$ cat src/rtl/turn_signal_pkg.sv
// Shared types for the turn-signal arbiter: grant encoding and blink phase levels.
// Pure types/constants, no timing or flow control.
package turn_signal_pkg;

  typedef enum logic [1:0] {
    GRANT_IDLE   = 2'd0,
    GRANT_LEFT   = 2'd1,
    GRANT_RIGHT  = 2'd2,
    GRANT_HAZARD = 2'd3
  } grant_t;

  localparam logic PHASE_ON  = 1'b1;
  localparam logic PHASE_OFF = 1'b0;

endpackage

$ cat src/rtl/turn_signal_arbiter_blink_timebase.sv
// Blink prescaler: DIV-cycle phases, counts completed on+off cycles up to MIN_BLINKS.
// Registered state, restart takes effect on the next edge; no backpressure.
module blink_timebase
  import turn_signal_pkg::*;
#(
  parameter int DIV        = 100,
  parameter int MIN_BLINKS = 3
) (
  input  logic clk,
  input  logic rst,
  input  logic restart_i,
  input  logic en_i,
  output logic phase_o,
  output logic off_end_o,
  output logic min_done_o
);

  localparam int CW = (DIV > 1) ? $clog2(DIV) : 1;
  localparam int BW = $clog2(MIN_BLINKS + 1);
  localparam logic [CW-1:0] CNT_MAX      = CW'(DIV - 1);
  localparam logic [BW-1:0] BLINKS_MAX   = BW'(MIN_BLINKS);
  localparam logic [BW-1:0] BLINKS_LAST  = BW'(MIN_BLINKS - 1);

  logic [CW-1:0] cnt_q, cnt_d;
  logic          phase_q, phase_d;
  logic [BW-1:0] blinks_q, blinks_d;
  logic          wrap;

  assign wrap = (cnt_q == CNT_MAX);

  always_comb begin
    cnt_d    = cnt_q;
    phase_d  = phase_q;
    blinks_d = blinks_q;
    if (restart_i) begin
      cnt_d    = '0;
      phase_d  = PHASE_ON;
      blinks_d = '0;
    end else if (en_i) begin
      if (wrap) begin
        cnt_d   = '0;
        phase_d = ~phase_q;
        if (phase_q == PHASE_OFF && blinks_q != BLINKS_MAX)
          blinks_d = blinks_q + 1'b1;
      end else begin
        cnt_d = cnt_q + 1'b1;
      end
    end
  end

  always_ff @(posedge clk) begin
    if (rst) begin
      cnt_q    <= '0;
      phase_q  <= PHASE_ON;
      blinks_q <= '0;
    end else begin
      cnt_q    <= cnt_d;
      phase_q  <= phase_d;
      blinks_q <= blinks_d;
    end
  end

  assign phase_o   = phase_q;
  assign off_end_o = (phase_q == PHASE_OFF) && wrap;
  // The cycle finishing at this off_end counts, so a release lands exactly on the last OFF cycle.
  assign min_done_o = (blinks_q == BLINKS_MAX) || (off_end_o && blinks_q == BLINKS_LAST);

endmodule

$ cat src/rtl/turn_signal_arbiter.sv
// Arbitrates left/right/hazard/brake onto two indicator LEDs; grant registered, LEDs follow it combinationally.
// Request at edge n is visible after edge n; no backpressure. Brake overlay built only with BRAKE_OVERLAY_EN.
module turn_signal_arbiter
  import turn_signal_pkg::*;
#(
  parameter int DIV        = 100,
  parameter int MIN_BLINKS = 3
) (
  input  logic       clk,
  input  logic       rst,
  input  logic       req_left,
  input  logic       req_right,
  input  logic       req_hazard,
  input  logic       req_brake,
  output logic       led_left,
  output logic       led_right,
  output logic [1:0] grant,
  output logic       busy
);

  grant_t state_q, state_d;
  logic   phase, off_end, min_done, restart;
  logic   drv_left, drv_right;

  always_ff @(posedge clk) begin
    if (rst) state_q <= GRANT_IDLE;
    else     state_q <= state_d;
  end

  always_comb begin
    state_d = state_q;
    case (state_q)
      GRANT_IDLE: begin
        if      (req_hazard) state_d = GRANT_HAZARD;
        else if (req_left)   state_d = GRANT_LEFT;
        else if (req_right)  state_d = GRANT_RIGHT;
      end
      GRANT_LEFT: begin
        if      (req_hazard)                         state_d = GRANT_HAZARD;
        else if (!req_left && off_end && min_done)   state_d = GRANT_IDLE;
      end
      GRANT_RIGHT: begin
        if      (req_hazard)                         state_d = GRANT_HAZARD;
        else if (!req_right && off_end && min_done)  state_d = GRANT_IDLE;
      end
      GRANT_HAZARD: begin
        if (!req_hazard && off_end) state_d = GRANT_IDLE;
      end
      default: state_d = GRANT_IDLE;
    endcase
  end

  // Any entry into an owned state (including preemption) starts a fresh blink sequence.
  assign restart = (state_d != state_q) && (state_d != GRANT_IDLE);

  blink_timebase #(
    .DIV        (DIV),
    .MIN_BLINKS (MIN_BLINKS)
  ) u_timebase (
    .clk        (clk),
    .rst        (rst),
    .restart_i  (restart),
    .en_i       (state_q != GRANT_IDLE),
    .phase_o    (phase),
    .off_end_o  (off_end),
    .min_done_o (min_done)
  );

  always_comb begin
    drv_left  = 1'b0;
    drv_right = 1'b0;
    case (state_q)
      GRANT_LEFT:   drv_left = phase;
      GRANT_RIGHT:  drv_right = phase;
      GRANT_HAZARD: begin
        drv_left  = phase;
        drv_right = phase;
      end
      default: ;
    endcase
  end

`ifdef BRAKE_OVERLAY_EN
  assign led_left  = drv_left  | (req_brake && (state_q == GRANT_IDLE || state_q == GRANT_RIGHT));
  assign led_right = drv_right | (req_brake && (state_q == GRANT_IDLE || state_q == GRANT_LEFT));
`else
  logic unused_brake;
  assign unused_brake = req_brake;
  assign led_left     = drv_left;
  assign led_right    = drv_right;
`endif

  assign grant = state_q;
  assign busy  = (state_q != GRANT_IDLE);

endmodule

$ cat config.mk
export PLATFORM = sky130hd
export DESIGN_NAME = turn_signal_arbiter
export DESIGN_NICKNAME = d
export VERILOG_FILES = /design/src/rtl/turn_signal_pkg.sv /design/src/rtl/turn_signal_arbiter_blink_timebase.sv /design/src/rtl/turn_signal_arbiter.sv
export SDC_FILE = /design/constraint.sdc
export NUM_CORES = 1
export LEC_CHECK = 0
export CAP_MARGIN = 20
export CORE_ASPECT_RATIO = 1.25
export CORE_MARGIN = 4
export CORE_UTILIZATION = 45
export CTS_CLUSTER_DIAMETER = 100
export CTS_CLUSTER_SIZE = 20
export DETAILED_ROUTE_END_ITERATION = 7
export PLACE_DENSITY = 0.69
export RECOVER_POWER = 25
export SLEW_MARGIN = 20
export SYNTH_ARGS = -nofsm -noshare
export SYNTH_HDL_FRONTEND = slang
export SYNTH_SLANG_ARGS = --single-unit
export TNS_END_PERCENT = 10
$ cat constraint.sdc
create_clock -name clk -period 1.9 [get_ports clk]
set_clock_uncertainty 0.1 [all_clocks]
set_input_delay 0.475 -clock clk [delete_from_list [all_inputs] [get_ports clk]]
set_output_delay 0.475 -clock clk [all_outputs]
set_load 0.03 [all_outputs]
==> out/qor.yml, run 1 <==
dr.first_iter.drc_count: 6
synth_top_area_share: 0.325
grt_remaining_overflow: 0
yosysSeqAreaShare: 0.325
crit_type: "flop to primary output"
netlist_instances: 80
setup_viol: 0
cts_setup_buffers: 0
synth_area_leaders: "dfxtp_1 33%, o2111ai_1 5.9%, ha_1 5.1%, inv_1 3.6%, a211oi_1 3.1%"
worst_setup_path_end_kind: "primary output"
grt_usage: 0.172
grt_max_degree: 11
crit_buf_inv: 1
drt_first_pass_iters: 4
min_path_type: "flop to flop"
synthesis.area_um2: 738
areaGrowthSynthToFinish_pct: 23.1
io_pins: 11
grt_pass1_wl_um: 2850
max_cap_viol_count: 0
gp_congestion: 0.873
via_count: 696
die_h_um: 53.3
h-tree-depth: 1
grt_pass1_vias: 663
post_cts_resized: 0
numPortBuffers: 9
status: "completed"
place_area_um2: 890
wl_um: 1710
p_total_mw: 0.530
cts_buffers: 3
synth_seq_cells: 12
critPathMaxStageDelay_ps: 670
wire_per_inst_um: 14.6
remaining_drc_errors: 0
tightest_slew_ps: 394
period_needed_ps: 1840
ant_nets: 0
cts.sinks: 12
clk_latency_ps: 270
layout-drive-gt1-share: 0.253
cts_tree: "yes"
hold_viol_final: 0
fp-row-count: 16
relSlewSlack: 0.737
finalCritPeriodShare: 0.968
cp_cell_sequence: "clkdlybuf4s50_1"
clock.fmax_mhz: 544
fin_area_um2: 908
antenna_found_initial: 0
core_area_um2: 1560
max-clock-path-buffers: 2
peakVddDrop_v: 0.000468
cts.clk_slew.worst_paths_ps: 70
insertedDiodeCount: 0
critical_path_required_ps: 1320
die_w_um: 44.2
startpoint_type: "flop"
synth_area_leader_cell: "dfxtp_1"
crit_path_top_delay_cell: "clkdlybuf4s50_1"
crit_arrival_ps: 1260
final_nets: 110
viasPerCell: 5.95
cp_max_fo: 2
cts-hold-fix-buffers: 0
drv_slew: 0
syn_area_per_cell_um2: 9.23
initial_core_util: 0.473
cellPowerDensity_nw_per_um2: 584
hpwl_um: 1290
yosys_warnings: 0
fill_cells: 153
fin_util: 0.582
setup_tns_ps: 0
critPathTopFamily: "buffers and inverters"
dieArea_um2: 2360
syn_nets: 89
yosysUniqueCellTypes: 36
leakagePower_nw: 0.357
cts-root-buf: "clkbuf_4"
rsz0062_at_grt: "false"
==> worst paths after layout <==
path	from	endpoint	slack, ps	cells past startpoint
hold / removal	u_timebase.blinks_q[0]	u_timebase.blinks_q[0]	410	2
setup / recovery	grant[1]	grant[1]	60	1
hold reg to reg	u_timebase.blinks_q[0]	u_timebase.blinks_q[0]	410	2
setup reg to reg	grant[1]	u_timebase.cnt_q[3]	270	6
==> cell families (layout without fill, tap and decap cells) <==
logic type	count (synthesis)	after routing	share of synthesized area
AOI/OAI and AO/OA	26	26	0.295
DFF	12	12	0.325
buffers and inverters	10	29	0.0661
and+or+nand+nor	26	26	0.225
muxes	1	1	0.0136
adders and majority gates	3	3	0.0509
xor gates and xnor gates	2	2	0.0237
==> flip-flops by register name, indices dropped and copies added, names as in the netlist <==
name / count
grant: 2
u_timebase.phase_o: 1
u_timebase.cnt_q: 7
u_timebase.blinks_q: 2
==> routing by layer <==
metal	up-vias	routed length, um	part of all wire	GRT usage
met1	333	732	0.43	0.178
met4	0	48	0.028	0.121
li1	346	-	-	-
met3	4	55	0.032	0.0306
met2	13	876	0.51	0.306
met5	-	0	0	0
==> final cells by class <==
class                      instances  area, um2  share of cell area
multi-input combinational         58        449               0.494
sequential                        12        240               0.264
timing repair buffer              18        144               0.158
inverter                           8       30.0              0.0331
clock buffer                       3       22.5              0.0248
tap                               18       22.5              0.0248
==> placed cells by master, fill, tap and decap left out, types with 2 or more instances in the layout <==
cell             synthesis  final
a211oi_1                 3      3
a21oi_1                  4      4
a31o_2                   2      2
a31oi_1                  2      2
buf_4                    1     12
clkbuf_4                 0      3
clkdlybuf4s50_1          0      4
dfxtp_1                 12     12
ha_1                     3      3
inv_1                    7      7
nand2_1                  6      6
nor2_1                   6      6
nor4_1                   2      2
o2111ai_1                5      5
o221ai_1                 2      2
or2_2                    2      2
xor2_1                   2      2
==> per-stage QoR <==
step | setup slack, ps | cells | hold slack [ps]
global route | 6.87 | 117 | 449
global placement | 62.3 | 114 | 391
finish | 60.2 | 117 | 414
detailed placement | 50.7 | 114 | 411
floorplan | 142 | 80 | 362
CTS | 42.6 | 117 | 421
==> where the power goes <==
group | switching [mW] | internal [mW]
logic | 0.0656 | 0.0482
registers | 0.00563 | 0.257
clock network | 0.0810 | 0.0733
total | 0.152 | 0.378
==> cells in the mapped netlist <==
| cell | count |
|---|---|
| a31oi_1 | 2 |
| and2_1 | 1 |
| nor4_1 | 2 |
| inv_1 | 7 |
| o221ai_1 | 2 |
| and4b_1 | 1 |
| buf_4 | 1 |
| a21bo_2 | 1 |
| o211ai_4 | 1 |
| inv_2 | 1 |
| or4_1 | 1 |
| a41oi_1 | 1 |
| nor2_1 | 6 |
| buf_6 | 1 |
| a21oi_1 | 4 |
| o2111ai_1 | 5 |
| o31ai_1 | 1 |
| nand4b_1 | 1 |
| nor3b_1 | 1 |
| a31oi_2 | 1 |
| nor2_8 | 1 |
| o211ai_1 | 1 |
| dfxtp_1 | 12 |
| and4_1 | 1 |
| a211o_1 | 1 |
| a31o_2 | 2 |
| or4_4 | 1 |
| nand2_1 | 6 |
| or2_2 | 2 |
| mux2i_1 | 1 |
| a211oi_1 | 3 |
| or3_1 | 1 |
| xor2_1 | 2 |
| ha_1 | 3 |
| nand3_2 | 1 |
| a21o_1 | 1 |
Note: power is estimated with default switching activity, not from simulation.
==> run 2: changes to the inputs <==
- SKIP_LAST_GASP: unset -> 1
==> results of run 2 <==
Final layout, timing and power as in run 1 (identical DEF).
==> run 3: changes to the inputs <==
- CORE_ASPECT_RATIO: 1.25 -> unset
- PLACE_DENSITY: 0.69 -> 0.7
- SYNTH_HIERARCHICAL: unset -> 1
==> out/qor.yml, run 3 <==
status: "finished, violations left"
violations: "negative setup slack"
setup_tns_ps: -223
grt_usage: 0.191
max-clock-path-buffers: 2
relSlewSlack: 0.785
drt_first_pass_iters: 5
worst_setup_path_end_kind: "primary output"
dieArea_um2: 2210
largest_register_ffs: 7
leakagePower_nw: 0.363
final_cell_mix: "12 x buf_4, 10 x dfxtp_1, 6 x nand2_1, 6 x a21oi_1, 6 x clkdlybuf4s50_1"
synth_edf_count: 0
r2r_slack_ps: 0
synth_area_leader_cell: "dfxtp_1"
layout-drive-gt1-share: 0.250
max_cap_viol_count: 0
synth.most_common_cell: "dfxtp_1"
antenna_found_initial: 0
synth_common_cells: "12 x dfxtp_1, 6 x a21oi_1, 6 x nand2_1"
ff2ff_path_depth: 6
hold_end: "u_timebase/cnt_q[1]"
startpoint_type: "flop"
layout_setup_ws_ps: -167
fp-row-count: 13
yosys_warnings: 6
r2r-start: "u_timebase/cnt_q[2]"
tightest_slew_ps: 322
dpl.cell_count: 115
clock.fmax_mhz: 484
cts_buffers: 3
synthArstFlopShare: 0
core_area_um2: 1370
finalCritPeriodShare: 1.09
dp_slack_ps: -84.6
dr.first_iter.drc_count: 24
gp_congestion: 0.801
die_w_um: 47
critical_path_required_ps: 1320
grt_pass1_vias: 690
netlist_instances: 81
largest-register: "u_timebase/cnt_q"
grt_max_degree: 12
crit_arrival_ps: 1490
multi_input_area_um2: 422
fin_area_um2: 921
synthesis.area_um2: 684
synth-main-ff-cell: "dfxtp_1"
rsz0062_at_grt: "true"
grt_pass1_wl_um: 3020
seq_area_um2: 243
min_path_cells: 2
cts.clk_slew.worst_paths_ps: 80
top_layer: "met4"
initial_core_util: 0.501
h-tree-depth: 1
wl_met2_um: 804
min_path_type: "flop to flop"
final_nets: 114
synth_seq_cells: 12
insertedDiodeCount: 0
cellPowerDensity_nw_per_um2: 628
wl_met1_um: 834
cp_max_fo: 7
drv_slew: 0
viasPerCell: 5.87
fill_cells: 126
fin_cells: 119
die_h_um: 47
wl_um: 1740
synth_area_leaders: "dfxtp_1 35%, ha_1 5.5%, a21oi_1 4.4%, nor2b_1 3.7%, nand2_1 3.3%"
via_count: 698
period_needed_ps: 2070
clk_latency_ps: 280
p_total_mw: 0.579
wire_per_inst_um: 14.6
setup_viol: 4
grt_remaining_overflow: 0
peakVddDrop_v: 0.000418
cts.sinks: 12
hpwl_um: 1290
rr_endpoint: "grant[1]"
synth_top_area_share: 0.351
hold_viol_final: 0
wl_met3_um: 73
syn_nets: 90
areaGrowthSynthToFinish_pct: 34.6
place_area_um2: 886
crit_type: "flop to primary output"
cts_tree: "yes"
syn_area_per_cell_um2: 8.45
yosysUniqueCellTypes: 37
cts_setup_buffers: 0
cts-root-buf: "clkbuf_4"
ant_nets: 0
yosysSeqAreaShare: 0.351
io_pins: 11
numPortBuffers: 9
remaining_drc_errors: 0
hold_start: "u_timebase/cnt_q[1]"
final_common_cell: "buf_4"
==> run 3: cell count changes after synthesis, sizes merged, moves of 4 or more <==
cell,before,now
nor3,0,4
o2111ai,5,0
nor2b,0,4
inv,8,4
==> run 3: metal layers <==
metal,track usage,vias up
met5,0,-
met4,0.0884,0
met3,0.0345,4
met2,0.295,21
met1,0.257,325
li1,-,348
==> run 3: how the worst max path moves through the flow <==
stage	cells after the start	from	to	slack [ps]
6_report	2	grant[1]	busy	-170
5_1_grt	2	grant[1]	busy	-200
4_1_cts	2	u_timebase/phase_o	led_left	-220
3_5_place_dp	6	req_left	u_timebase/blinks_q[0]	-80
3_3_place_gp	6	req_right	u_timebase/blinks_q[0]	-40
2_1_floorplan	7	u_timebase/cnt_q[2]	grant[1]	-20
==> run 3: final cells by class <==
cell class,count,share of cell area
Timing Repair Buffer,22,0.202
Clock buffer,4,0.0394
Inverter,4,0.0163
Tap cell,15,0.0204
Multi-Input combinational cell,62,0.458
Sequential cell,12,0.264
==> run 3: cells by family after synthesis <==
family / Yosys count / synth area share
compound gates: 21 / 0.208
xor+xnor: 2 / 0.0256
fa+ha+maj: 3 / 0.0549
buf+inv: 7 / 0.0402
flops: 12 / 0.351
simple gates: 36 / 0.320
==> run 3: what timing repair did <==
item                                    CTS  global route
pin swaps                                 0             0
endpoints found under the setup margin    5             6
resized for setup                         1             1
cloned                                    0             0
hold buffers                              0             0
==> run 3: metrics by stage <==
| stage | utilization | hold slack (ps) |
|---|---|---|
| CTS | 0.674 | 433 |
| finish | 0.674 | 441 |
| global route | 0.674 | 455 |
| detailed placement | 0.648 | 411 |
| global placement | 0.648 | 401 |
| floorplan | - | 376 |
==> run 3: worst max-delay path, stage by stage (launching register included) <==
cell,delay (ps)
dfxtp_2,360
or2_4,260
clkdlybuf4s50_1,600
==> run 3: power by group <==
part	switching, mW	internal [mW]
registers	0.00835	0.258
logic	0.0539	0.0503
clock network	0.0915	0.117
total	0.154	0.425
